===== config.mk =====
export PLATFORM = sky130hd
export DESIGN_NAME = gray_code_counter
export DESIGN_NICKNAME = d
export VERILOG_FILES = /design/src/rtl/gray_pkg.sv /design/src/rtl/gray_code_counter_decode_stage.sv /design/src/rtl/gray_code_counter.sv
export SDC_FILE = /design/constraint.sdc
export NUM_CORES = 1
export LEC_CHECK = 0
export ABC_AREA = 1
export CORE_MARGIN = 5
export CORE_UTILIZATION = 43
export CTS_CLUSTER_DIAMETER = 40
export CTS_CLUSTER_SIZE = 20
export DETAILED_ROUTE_END_ITERATION = 8
export PLACE_DENSITY = 0.78
export SLEW_MARGIN = 10
export SYNTH_ARGS = -nofsm -noshare
export SYNTH_HDL_FRONTEND = slang
export SYNTH_SLANG_ARGS = --single-unit

===== constraint.sdc =====
create_clock -name clk -period 1.75 [get_ports clk]
set_input_delay 0.175 -clock clk [delete_from_list [all_inputs] [get_ports clk]]
set_output_delay 0.175 -clock clk [all_outputs]
set_load 0.1 [all_outputs]

===== src/rtl/gray_pkg.sv =====
`default_nettype none
// +--------------------------------------------------------------------------+
// | gray_pkg : width-generic binary<->Gray conversion helpers                |
// | Rev 1.0                                                                  |
// +--------------------------------------------------------------------------+
package gray_pkg;

  localparam int WIDTH_MAX = 32;

  // Callers zero-extend narrower values; zero upper bits leave the result unchanged.
  function automatic logic [WIDTH_MAX-1:0] bin2gray(input logic [WIDTH_MAX-1:0] b);
    return b ^ (b >> 1);
  endfunction

  function automatic logic [WIDTH_MAX-1:0] gray2bin(input logic [WIDTH_MAX-1:0] g);
    logic [WIDTH_MAX-1:0] b;
    b[WIDTH_MAX-1] = g[WIDTH_MAX-1];
    for (int i = WIDTH_MAX - 2; i >= 0; i--) begin
      b[i] = b[i+1] ^ g[i];
    end
    return b;
  endfunction

endpackage
`default_nettype wire


===== src/rtl/gray_code_counter_decode_stage.sv =====
`default_nettype none
// +--------------------------------------------------------------------------+
// | gray_decode_stage : one-cycle registered Gray-to-binary decode path      |
// | Rev 1.0                                                                  |
// +--------------------------------------------------------------------------+
module gray_decode_stage
  import gray_pkg::*;
#(
  parameter int WIDTH = 4
) (
  input  logic             clk,
  input  logic             rst_n,
  input  logic             i_valid,
  input  logic [WIDTH-1:0] i_gray,
  output logic             o_valid,
  output logic [WIDTH-1:0] o_bin
);

  logic             r_valid;
  logic [WIDTH-1:0] r_bin;
  logic [WIDTH-1:0] w_bin;

  assign w_bin = WIDTH'(gray2bin(WIDTH_MAX'(i_gray)));

  always_ff @(posedge clk or negedge rst_n) begin
    if (!rst_n) begin
      r_valid <= 1'b0;
      r_bin   <= '0;
    end else begin
      r_valid <= i_valid;
      if (i_valid) begin
        r_bin <= w_bin;
      end
    end
  end

  assign o_valid = r_valid;
  assign o_bin   = r_bin;

endmodule
`default_nettype wire


===== src/rtl/gray_code_counter.sv =====
`default_nettype none
// +--------------------------------------------------------------------------+
// | gray_code_counter : up/down binary+Gray counter with load, optional      |
// | saturation, wrap pulse, and an independent Gray decode stage. Rev 1.0    |
// +--------------------------------------------------------------------------+
module gray_code_counter
  import gray_pkg::*;
#(
  parameter int WIDTH    = 4,
  parameter bit SATURATE = 1'b0
) (
  input  logic             clk,
  input  logic             rst_n,
  input  logic             en,
  input  logic             up_dn,
  input  logic             load,
  input  logic [WIDTH-1:0] load_val,
  output logic [WIDTH-1:0] bin_q,
  output logic [WIDTH-1:0] gray_q,
  output logic             wrap,
  output logic             at_limit,
  input  logic             dec_valid_in,
  input  logic [WIDTH-1:0] gray_in,
  output logic             dec_valid_out,
  output logic [WIDTH-1:0] dec_bin_out
);

  localparam logic [WIDTH-1:0] c_ONES = '1;
  localparam logic [WIDTH-1:0] c_ONE  = WIDTH'(1);

  logic [WIDTH-1:0] r_bin;
  logic [WIDTH-1:0] r_gray;
  logic             r_wrap;
  logic             r_at_limit;

  logic [WIDTH-1:0] w_next;
  logic             w_wrap;
  logic             w_at_limit;

  always_comb begin
    w_next = r_bin;
    w_wrap = 1'b0;
    if (load) begin
      w_next = load_val;
    end else if (en) begin
      if (up_dn) begin
        if (r_bin == c_ONES) begin
          if (!SATURATE) begin
            w_next = '0;
            w_wrap = 1'b1;
          end
        end else begin
          w_next = r_bin + c_ONE;
        end
      end else begin
        if (r_bin == '0) begin
          if (!SATURATE) begin
            w_next = c_ONES;
            w_wrap = 1'b1;
          end
        end else begin
          w_next = r_bin - c_ONE;
        end
      end
    end
  end

  // Limit follows the direction requested this cycle, evaluated on the value being loaded/stepped to.
  assign w_at_limit = up_dn ? (w_next == c_ONES) : (w_next == '0);

  always_ff @(posedge clk or negedge rst_n) begin
    if (!rst_n) begin
      r_bin      <= '0;
      r_gray     <= '0;
      r_wrap     <= 1'b0;
      r_at_limit <= 1'b0;
    end else begin
      r_bin      <= w_next;
      r_gray     <= WIDTH'(bin2gray(WIDTH_MAX'(w_next)));
      r_wrap     <= w_wrap;
      r_at_limit <= w_at_limit;
    end
  end

  assign bin_q    = r_bin;
  assign gray_q   = r_gray;
  assign wrap     = r_wrap;
  assign at_limit = r_at_limit;

  gray_decode_stage #(
    .WIDTH(WIDTH)
  ) u_decode (
    .clk     (clk),
    .rst_n   (rst_n),
    .i_valid (dec_valid_in),
    .i_gray  (gray_in),
    .o_valid (dec_valid_out),
    .o_bin   (dec_bin_out)
  );

endmodule
`default_nettype wire


==> results.toml, run 1 <==
[outcome]
outcome = "finished, final reports clean"

[power_and_ir_drop]
p_leak_nw = 0.622
peakVddDrop_mv = 0.729
power_mw = 1.25
power.density_nw_per_um2 = 1020

[logic_synthesis]
yosysWarnings = 0
synth_cell_types = 21
synth_seq_area_share = 0.441
synth.avg_cell_area_um2 = 8.11
netlist.area_leader.share = 0.441
synthesis.area_um2 = 795
syn_inst = 98
ys_seq_elements = 14
synthTopCellsByArea = "dfrtp_1 44%, nand2_1 13%, inv_1 7.1%, ha_1 6.3%, nand3_1 4.4%"
syn_nets = 116
yosysTopAreaCell = "dfrtp_1"

[floorplan]
top_level_ports = 29
start_util = 0.455
die_y_um = 53.0
die_area_um2 = 2810
fp.dieW_um = 53.0
core_area_um2 = 1750
fp-row-count = 15

[setup_path]
max_stage_delay_ps = 520
rrSetupSlack_ps = 90
r2r-start = "bin_q[0]$_DFF_PN0_"
worstSetupPathType = "reg -> reg"
r2r-end = "gray_q[2]$_DFF_PN0_"
worstSetupEndpointType = "flip-flop"
crit_path_start_kind = "flip-flop"
path_cells = "inv_4, ha_4, clkinv_2, nor2_1, nand2_1, nand2_2, inv_1, nand3_2, a21oi_4, inv_1, ha_2"
arrival_ps = 1830
path_common_cell = "inv_1"
slowest_stage = "dfrtp_4"
crit_fanout = 5
cp.required_ps = 1920
r2r_cells = 11

[drt]
drt-initial-drc-count = 15
routed_wirelength_mm = 1.95
via_per_inst = 4.87
num_vias = 779
ant_nets = 0
route.detailed.drc = 0
wire_per_inst_um = 12.2
first_pass_iters = 4

[place]
place.gp.congestion = 0.843
portBuffers = 28
dp_hpwl_mm = 1.67
pre_cts_ws_ps = -5.66

[clock_network]
tritoncts = "done"
holdBufCountCts = 0
path_clk_slew_ps = 80
clockRootBuffer = "clkbuf_4"
cts_made_buffers = 3
clkLatencyLatePin_ps = 280
cts.sinks = 14
cts_max_level = 1
clockBufferDepth = 2

[final_layout]
area_growth_pct = 53.7
num-nets-final = 154
antenna_cells = 0
drive_gt1_frac = 0.341

[worst_hold_path]
hold_class = "in -> async"

[sta]
clock_skew_ps = 2.30
finalMaxSlewViolations = 0
period_needed_ps = 1660
setup_viol = 0
rsz0062_at_grt = "yes"
hold_viol = 0
tightest_slew_ps = 608
setup_slack_ps = 86.0
fin_crit_sh = 0.951
worst_hold_slack_ps = 274
relSlewSlack = 0.593
tns_ps = 0
max_freq_mhz = 601

[grt]
antenna_found_initial = 0
grt_pass1_wl_mm = 3.44
grt_pass1_vias = 814
grt_max_degree = 15
met3_usage = 0.0563
top_usage_layer = "met2"
grt_overflow = 0
gr-usage-met1 = 0.177
grt_util_all_layers = 0.171
grt_util_met2 = 0.306

[job]
cap_violations = 0
## power by group
group	total, mW	leakage [nW]	switching, mW	internal [mW]
Clock	0.187	0.0150	0.0984	0.0885
Combinational	0.657	0.440	0.478	0.180
Sequential	0.404	0.167	0.0342	0.369
## cells in the mapped netlist (all sizes together)
library cell  count
a21oi             4
buf               1
clkinv            1
dfrtp            14
ha                4
inv              16
nand2            29
nand3             8
nor2              8
o21ai             9
xnor2             1
xor2              3
## cells in the final DEF, fill, tap and decap left out
cell type	n
ha_1	2
xnor2_1	1
nor2_2	1
nand2_1	26
dfrtp_4	2
inv_1	13
nor2_1	7
o21ai_4	1
clkdlybuf4s50_1	13
nand2_2	2
o21ai_0	4
nand2_4	1
o21ai_2	2
clkinv_2	1
buf_4	18
inv_2	1
clkbuf_1	1
ha_4	1
xor2_1	3
a21oi_4	1
inv_4	2
clkbuf_4	3
dfrtp_1	10
ha_2	1
dfrtp_2	2
buf_12	3
a21oi_2	1
a21oi_1	2
o21ai_1	2
nand3_1	5
nand3_2	3
## critical path, delay by kind of cell, from the launching register on
family | cells | cell delay, ps
compound gates | 1 | 60
fa+ha+maj | 2 | 370
buf+inv | 4 | 250
flops | 1 | 520
simple gates | 4 | 340
## worst max path at each step
stage | start | to | cells past startpoint
final | bin_q[0]$_DFF_PN0_ | gray_q[2]$_DFF_PN0_ | 11
after global routing | bin_q[0]$_DFF_PN0_ | gray_q[2]$_DFF_PN0_ | 9
after CTS | bin_q[0]$_DFF_PN0_ | gray_q[2]$_DFF_PN0_ | 9
after detailed placement | up_dn | gray_q[2]$_DFF_PN0_ | 9
after global placement | up_dn | at_limit$_DFF_PN0_ | 11
after floorplan | bin_q[0]$_DFF_PN0_ | at_limit$_DFF_PN0_ | 13
## area by class of cell
type	count	area, µm²
Inverter	17	70.1
Sequential cell	14	360
Fill cell	140	524
Clock buffer	4	26.3
Timing Repair Buffer	34	325
Multi-Input combinational cell	66	408
Tap cell	25	31.3
## per-stage QoR
stage / util / cell area [µm²] / cells
2_1_floorplan: - / 837 / 98
5_1_grt: 0.700 / 1220 / 160
4_1_cts: 0.686 / 1200 / 158
6_report: 0.700 / 1220 / 160
3_3_place_gp: 0.671 / 1170 / 154
3_5_place_dp: 0.671 / 1170 / 154
## kinds of logic (layout without fill, tap and decap cells)
kind of cell,count (synthesis),count (layout),share of synthesized area
AND/OR/NAND/NOR,45,45,0.247
buffers and inverters,18,55,0.0898
flip-flops,14,14,0.441
AO/OA/AOI/OAI,13,13,0.115
adder cells (fa/ha/maj),4,4,0.0630
XOR/XNOR,4,4,0.0441
## per-layer routing
| metal | routed length [µm] | part of all wire | up-vias |
|---|---|---|---|
| met1 | 790 | 0.41 | 369 |
| met5 | 0 | 0 | - |
| met4 | 36 | 0.018 | 0 |
| met2 | 977 | 0.50 | 27 |
| li1 | - | - | 378 |
| met3 | 142 | 0.073 | 5 |
## sequential cells by signal, summed over array words and instances (netlist names)
signal	count
u_decode.o_bin	4
at_limit	1
bin_q	4
u_decode.o_valid	1
wrap	1
gray_q	3
## repair_timing
action	4_1_cts	5_1_grt
resized for setup	0	3
buffers inserted	0	2
endpoints found under the setup margin	0	2
endpoints found under the hold margin	0	0
Power figures use the tool's default switching activity.
==> inputs of run 2 (changes only) <==
--- a/config.mk
+++ b/config.mk
@@ -7,12 +7,11 @@
 export LEC_CHECK = 0
 export ABC_AREA = 1
 export CORE_MARGIN = 5
-export CORE_UTILIZATION = 43
+export CORE_UTILIZATION = 35
 export CTS_CLUSTER_DIAMETER = 40
 export CTS_CLUSTER_SIZE = 20
 export DETAILED_ROUTE_END_ITERATION = 8
-export PLACE_DENSITY = 0.78
-export SLEW_MARGIN = 10
+export PLACE_DENSITY = 0.65
 export SYNTH_ARGS = -nofsm -noshare
 export SYNTH_HDL_FRONTEND = slang
 export SYNTH_SLANG_ARGS = --single-unit
==> results.toml, run 2 (same netlist as run 1, synthesis figures left out) <==
[sta]
clock_skew_ps = 6.56
max_freq_mhz = 604
tightest_slew_ps = 599
fin_crit_sh = 0.946
finalMaxSlewViolations = 0
relSlewSlack = 0.599
setup_viol = 0
hold_viol = 0
period_needed_ps = 1650
worst_hold_slack_ps = 271

[setup_path]
r2r-start = "bin_q[1]$_DFF_PN0_"
path_cells = "inv_4, ha_4, clkinv_2, nor2_2, nand2_1, nand2_2, inv_2, nand3_2, a21oi_4, inv_1, ha_2, nand3_2, nand2_2"
crit_path_start_kind = "flip-flop"
cp-startpoint = "bin_q[1]$_DFF_PN0_"
worstSetupPathType = "reg -> reg"
cp.required_ps = 1910
endpoint = "at_limit$_DFF_PN0_"
arrival_ps = 1820
max_stage_delay_ps = 480
worstSetupEndpointType = "flip-flop"
rrSetupSlack_ps = 100
r2r-end = "at_limit$_DFF_PN0_"
r2r_cells = 13
slowest_stage = "dfrtp_4"
crit_fanout = 6

[power_and_ir_drop]
peakVddDrop_mv = 0.639
p_leak_nw = 0.616
power.density_nw_per_um2 = 1040

[drt]
first_pass_iters = 4
route.detailed.drc = 0
via_per_inst = 4.54
num_vias = 727
ant_nets = 0
wl_met3_um = 121
top_layer = "met3"
wl_met1_um = 713
drt-initial-drc-count = 6
wire_per_inst_um = 10.9
routed_wirelength_mm = 1.75
wl_met2_um = 917

[clock_network]
tritoncts = "done"
path_clk_slew_ps = 90
cts_max_level = 1
cts.sinks = 14
cts_made_buffers = 3
clkLatencyLatePin_ps = 270
clockBufferDepth = 2
clockRootBuffer = "clkbuf_4"

[final_layout]
layout.cells.non_filler = 160
layout_commonest_cell = "nand2_1"
num-nets-final = 151
layout_common_cells = "25 x nand2_1, 14 x buf_4, 13 x clkdlybuf4s50_1"
antenna_cells = 0
fillers = 208
drive_gt1_frac = 0.356
area_growth_pct = 54.8

[floorplan]
top_level_ports = 29
die_y_um = 57.6
fp.dieW_um = 57.6
fp-row-count = 17
core_area_um2 = 2190
die_area_um2 = 3320
start_util = 0.363

[grt]
grt_pass1_wl_mm = 3.13
grt_overflow = 0
grt_util_all_layers = 0.118
grt_pass1_vias = 685
antenna_found_initial = 0
grt_max_degree = 15

[job]
cap_violations = 0

[place]
portBuffers = 28
dp_cells = 154
place.gp.congestion = 0.736
dp_hpwl_mm = 1.47

[worst_hold_path]
hold_class = "in -> async"

[outcome]
outcome = "finished, final reports clean"
-- run 2: worst max-delay path, delay by kind of cell, from the launching register on --
kind	cells	cell delay (ps)
AND/OR/NAND/NOR	6	380
flip-flops	1	480
AO/OA/AOI/OAI	1	150
adder cells (fa/ha/maj)	2	320
buffers and inverters	4	220
-- run 2: power by group --
group / total, mW / switching, mW / internal, mW
Clock: 0.228 / 0.101 / 0.126
Combinational: 0.652 / 0.471 / 0.181
Sequential: 0.405 / 0.0355 / 0.369
Total: 1.28 / 0.608 / 0.677
-- run 2: cell type report --
class                           instances  area, µm²  share of cell area
Multi-Input combinational cell         66        413               0.336
Sequential cell                        14        360               0.293
Timing Repair Buffer                   31        315               0.256
Inverter                               17       70.1              0.0570
Clock buffer                            4       36.3              0.0295
Tap cell                               28       35.0              0.0285
-- run 2: routing by layer --
metal  vias up  track usage
met4         0      0.00993
met2        14        0.205
li1        375            -
met3         0       0.0401
met1       338        0.147
met5         -            0
-- run 2: repair_timing --
| item | 4_1_cts | 5_1_grt |
|---|---|---|
| hold buffers | 0 | 0 |
| endpoints found under the setup margin | 0 | 2 |
| resized for setup | 0 | 6 |
| hold endpoints to repair | 0 | 0 |
| setup buffers | 0 | 2 |
-- run 2: how the worst min path moves through the flow --
stage / startpoint / endpoint / slack [ps]
4_1_cts: rst_n / u_decode.o_bin[2]$_DFFE_PN0P_ / 300
3_3_place_gp: u_decode.o_bin[3]$_DFFE_PN0P_ / u_decode.o_bin[3]$_DFFE_PN0P_ / 460
5_1_grt: rst_n / u_decode.o_bin[2]$_DFFE_PN0P_ / 320
2_1_floorplan: rst_n / at_limit$_DFF_PN0_ / -120
3_5_place_dp: u_decode.o_bin[2]$_DFFE_PN0P_ / u_decode.o_bin[2]$_DFFE_PN0P_ / 480
6_report: rst_n / u_decode.o_bin[2]$_DFFE_PN0P_ / 270
-- run 2: metrics by stage --
step | setup TNS [ps] | setup WS, ps | util | area (µm²) | power [mW]
floorplan | -24.3 | -12.7 | - | 837 | 0.873
global placement | 0 | 81.3 | 0.532 | 1160 | 1.05
detailed placement | 0 | 36.1 | 0.532 | 1160 | 1.06
CTS | 0 | 22.1 | 0.548 | 1200 | 1.29
global route | -1.24 | -0.843 | 0.561 | 1230 | 1.36
finish | 0 | 95.2 | 0.561 | 1230 | 1.28
==> inputs of run 3 (changes only) <==
--- a/config.mk
+++ b/config.mk
@@ -5,13 +5,13 @@
 export SDC_FILE = /design/constraint.sdc
 export NUM_CORES = 1
 export LEC_CHECK = 0
-export ABC_AREA = 1
+export ABC_AREA = 0
 export CORE_MARGIN = 5
 export CORE_UTILIZATION = 35
 export CTS_CLUSTER_DIAMETER = 40
 export CTS_CLUSTER_SIZE = 20
 export DETAILED_ROUTE_END_ITERATION = 8
-export PLACE_DENSITY = 0.65
+export PLACE_DENSITY = 0.66
 export SYNTH_ARGS = -nofsm -noshare
 export SYNTH_HDL_FRONTEND = slang
 export SYNTH_SLANG_ARGS = --single-unit
==> results.toml, run 3 <==
[power_and_ir_drop]
p_int_mw = 0.868
power_frac_seq = 0.256
peakVddDrop_mv = 1.28
power_mw = 1.66
p_comb_frac = 0.607
p_leak_nw = 0.649
power.switching_mw = 0.791
pwr-share-clk = 0.138
p_sw_frac = 0.477
power.density_nw_per_um2 = 1150

[final_layout]
fin_util = 0.664
area_growth_pct = 85.9
layout_common_cells = "32 x buf_4, 13 x clkdlybuf4s50_1, 10 x dfrtp_1"
antenna_cells = 0
layout.cells.non_filler = 154
num-nets-final = 145
layout_commonest_cell = "buf_4"
fillers = 171
drive_gt1_frac = 0.548

[drt]
drt-initial-drc-count = 19
wire_per_inst_um = 14.8
ant_nets = 0
first_pass_iters = 4
num_vias = 745
route.detailed.drc = 0
routed_wirelength_mm = 2.28
via_per_inst = 4.84

[logic_synthesis]
yosys.area_share.xor_xnor = 0.0565
synthSimpleGateAreaFrac = 0.150
synthAdderAreaFrac = 0.0646
synth_seq_area_share = 0.452
synthesis.area_um2 = 774
syn_inst = 74
yosysMostFrequentCell = "dfrtp_1"
yosysWarnings = 0
synth.avg_cell_area_um2 = 10.5
netlist.area_leader.share = 0.452
synthTopCellsByArea = "dfrtp_1 45%, ha_1 6.5%, xnor2_1 4.5%, a21oi_1 3.9%, mux2i_1 3.9%"
syn_nets = 92
synth_cell_types = 31
netlist_top_cells_count = "14 x dfrtp_1, 7 x nor2_1, 6 x a21oi_1, 6 x inv_1"
async_reset_ff_frac = 1.00
ys_seq_elements = 14
yosysTopAreaCell = "dfrtp_1"
synth-compound-area-share = 0.144
synth_top_flop_cell = "dfrtp_1"
synth_mux_area_frac = 0.0679
synth_edf_count = 0
synth_top_family_by_area = "simple AND/OR/NAND/NOR gates"

[sta]
setup_slack_ps = -190
period_needed_ps = 1940
worst_hold_slack_ps = 272
relSlewSlack = 0.590
max_freq_mhz = 515
tightest_slew_ps = 612
clock_skew_ps = 6.18
finalMaxSlewViolations = 0
rsz0062_at_grt = "yes"
hold_viol = 0
setup_viol = 3
fin_crit_sh = 1.11
tns_ps = -439

[setup_path]
cp.required_ps = 1910
arrival_ps = 2100
worstSetupEndpointType = "flip-flop"
crit_path_start_kind = "flip-flop"
crit_fanout = 5
worstSetupPathType = "reg -> reg"

[clock_network]
clkLatencyLatePin_ps = 280
cts.sinks = 14
clockBufferDepth = 2
cts_made_buffers = 3
path_clk_slew_ps = 80
clockRootBuffer = "clkbuf_4"
tritoncts = "done"
cts_max_level = 1

[grt]
grt_overflow = 0
grt_max_degree = 15
grt_pass1_wl_mm = 3.35
antenna_found_initial = 0
grt_pass1_vias = 733
grt_util_all_layers = 0.130

[place]
place.gp.congestion = 0.880
dp_cells = 145
portBuffers = 28
dp_hpwl_mm = 1.65

[floorplan]
fp.dieW_um = 57.0
die_y_um = 57.0
core_area_um2 = 2170
top_level_ports = 29
fp-row-count = 17
start_util = 0.357
die_area_um2 = 3250

[outcome]
violations = "setup timing"
outcome = "complete, but fails checks"

[job]
cap_violations = 0

[worst_hold_path]
hold_class = "in -> async"
==> run 3: timing repair <==
item | 4_1_cts | 5_1_grt
gates resized for setup | 1 | 9
hold buffers | 0 | 0
pin swaps | 2 | 1
setup buffers | 5 | 0
setup endpoints to repair | 4 | 6
==> run 3: logic make-up after synthesis <==
kind of cell             count (synthesis)
AO/OA/AOI/OAI                           15
multiplexers                             5
AND/OR/NAND/NOR                         21
XOR/XNOR                                 5
flip-flops                              14
adder cells (fa/ha/maj)                  4
buffers and inverters                   10
==> run 3: routing by layer <==
layer	vias to the layer above	track usage	share of wire
met3	0	0.0452	0.050
met4	0	0.0199	0
met5	-	0	0
met2	16	0.220	0.53
li1	368	-	-
met1	361	0.163	0.42
==> run 3: power groups by stage <==
stage / sequential (mW) / combinational [mW] / clock (mW)
final: 0.424 / 1.01 / 0.228
after global routing: 0.432 / 1.05 / 0.251
after floorplan: 0.842 / 0.199 / 0
after detailed placement: 0.429 / 0.943 / 0
after CTS: 0.424 / 0.972 / 0.235
after global placement: 0.430 / 0.928 / 0
==> run 3: final timing paths <==
check / start / end / slack [ps] / cells after the start
min in group clk: load_val[0] / bin_q[0]$_DFF_PN0_ / 500 / 3
hold reg to reg: u_decode.o_bin[1]$_DFFE_PN0P_ / u_decode.o_bin[1]$_DFFE_PN0P_ / 530 / 1
setup / recovery: bin_q[1]$_DFF_PN0_ / at_limit$_DFF_PN0_ / -190 / 8
setup reg to reg: bin_q[1]$_DFF_PN0_ / at_limit$_DFF_PN0_ / -190 / 8
max in group asynchronous: rst_n / bin_q[1]$_DFF_PN0_ / 1020 / 1
hold / removal: rst_n / u_decode.o_bin[1]$_DFFE_PN0P_ / 270 / 1
==> run 3: area by class of cell <==
type | count | area, µm² | area share
clock buffers | 4 | 36.3 | 0.0252
inverters | 6 | 27.5 | 0.0191
multi-input cells | 50 | 477 | 0.331
flip-flops and latches | 14 | 363 | 0.252
well taps | 28 | 35.0 | 0.0243
repair buffers | 52 | 502 | 0.348
==> run 3: per-stage QoR <==
stage / setup WS (ps) / instance area, µm²
after floorplan: -286 / 847
after global placement: -321 / 1320
after detailed placement: -327 / 1320
after CTS: -188 / 1390
after global routing: -244 / 1440
final: -190 / 1440
==> run 3: critical path, stage by stage (launching register included) <==
cell and delay (ps):
dfrtp_4 510, buf_12 140, or4_4 410, o211ai_2 80
o2111ai_2 140, a22o_2 270, ha_4 160, nand3_2 70
o41ai_2 60
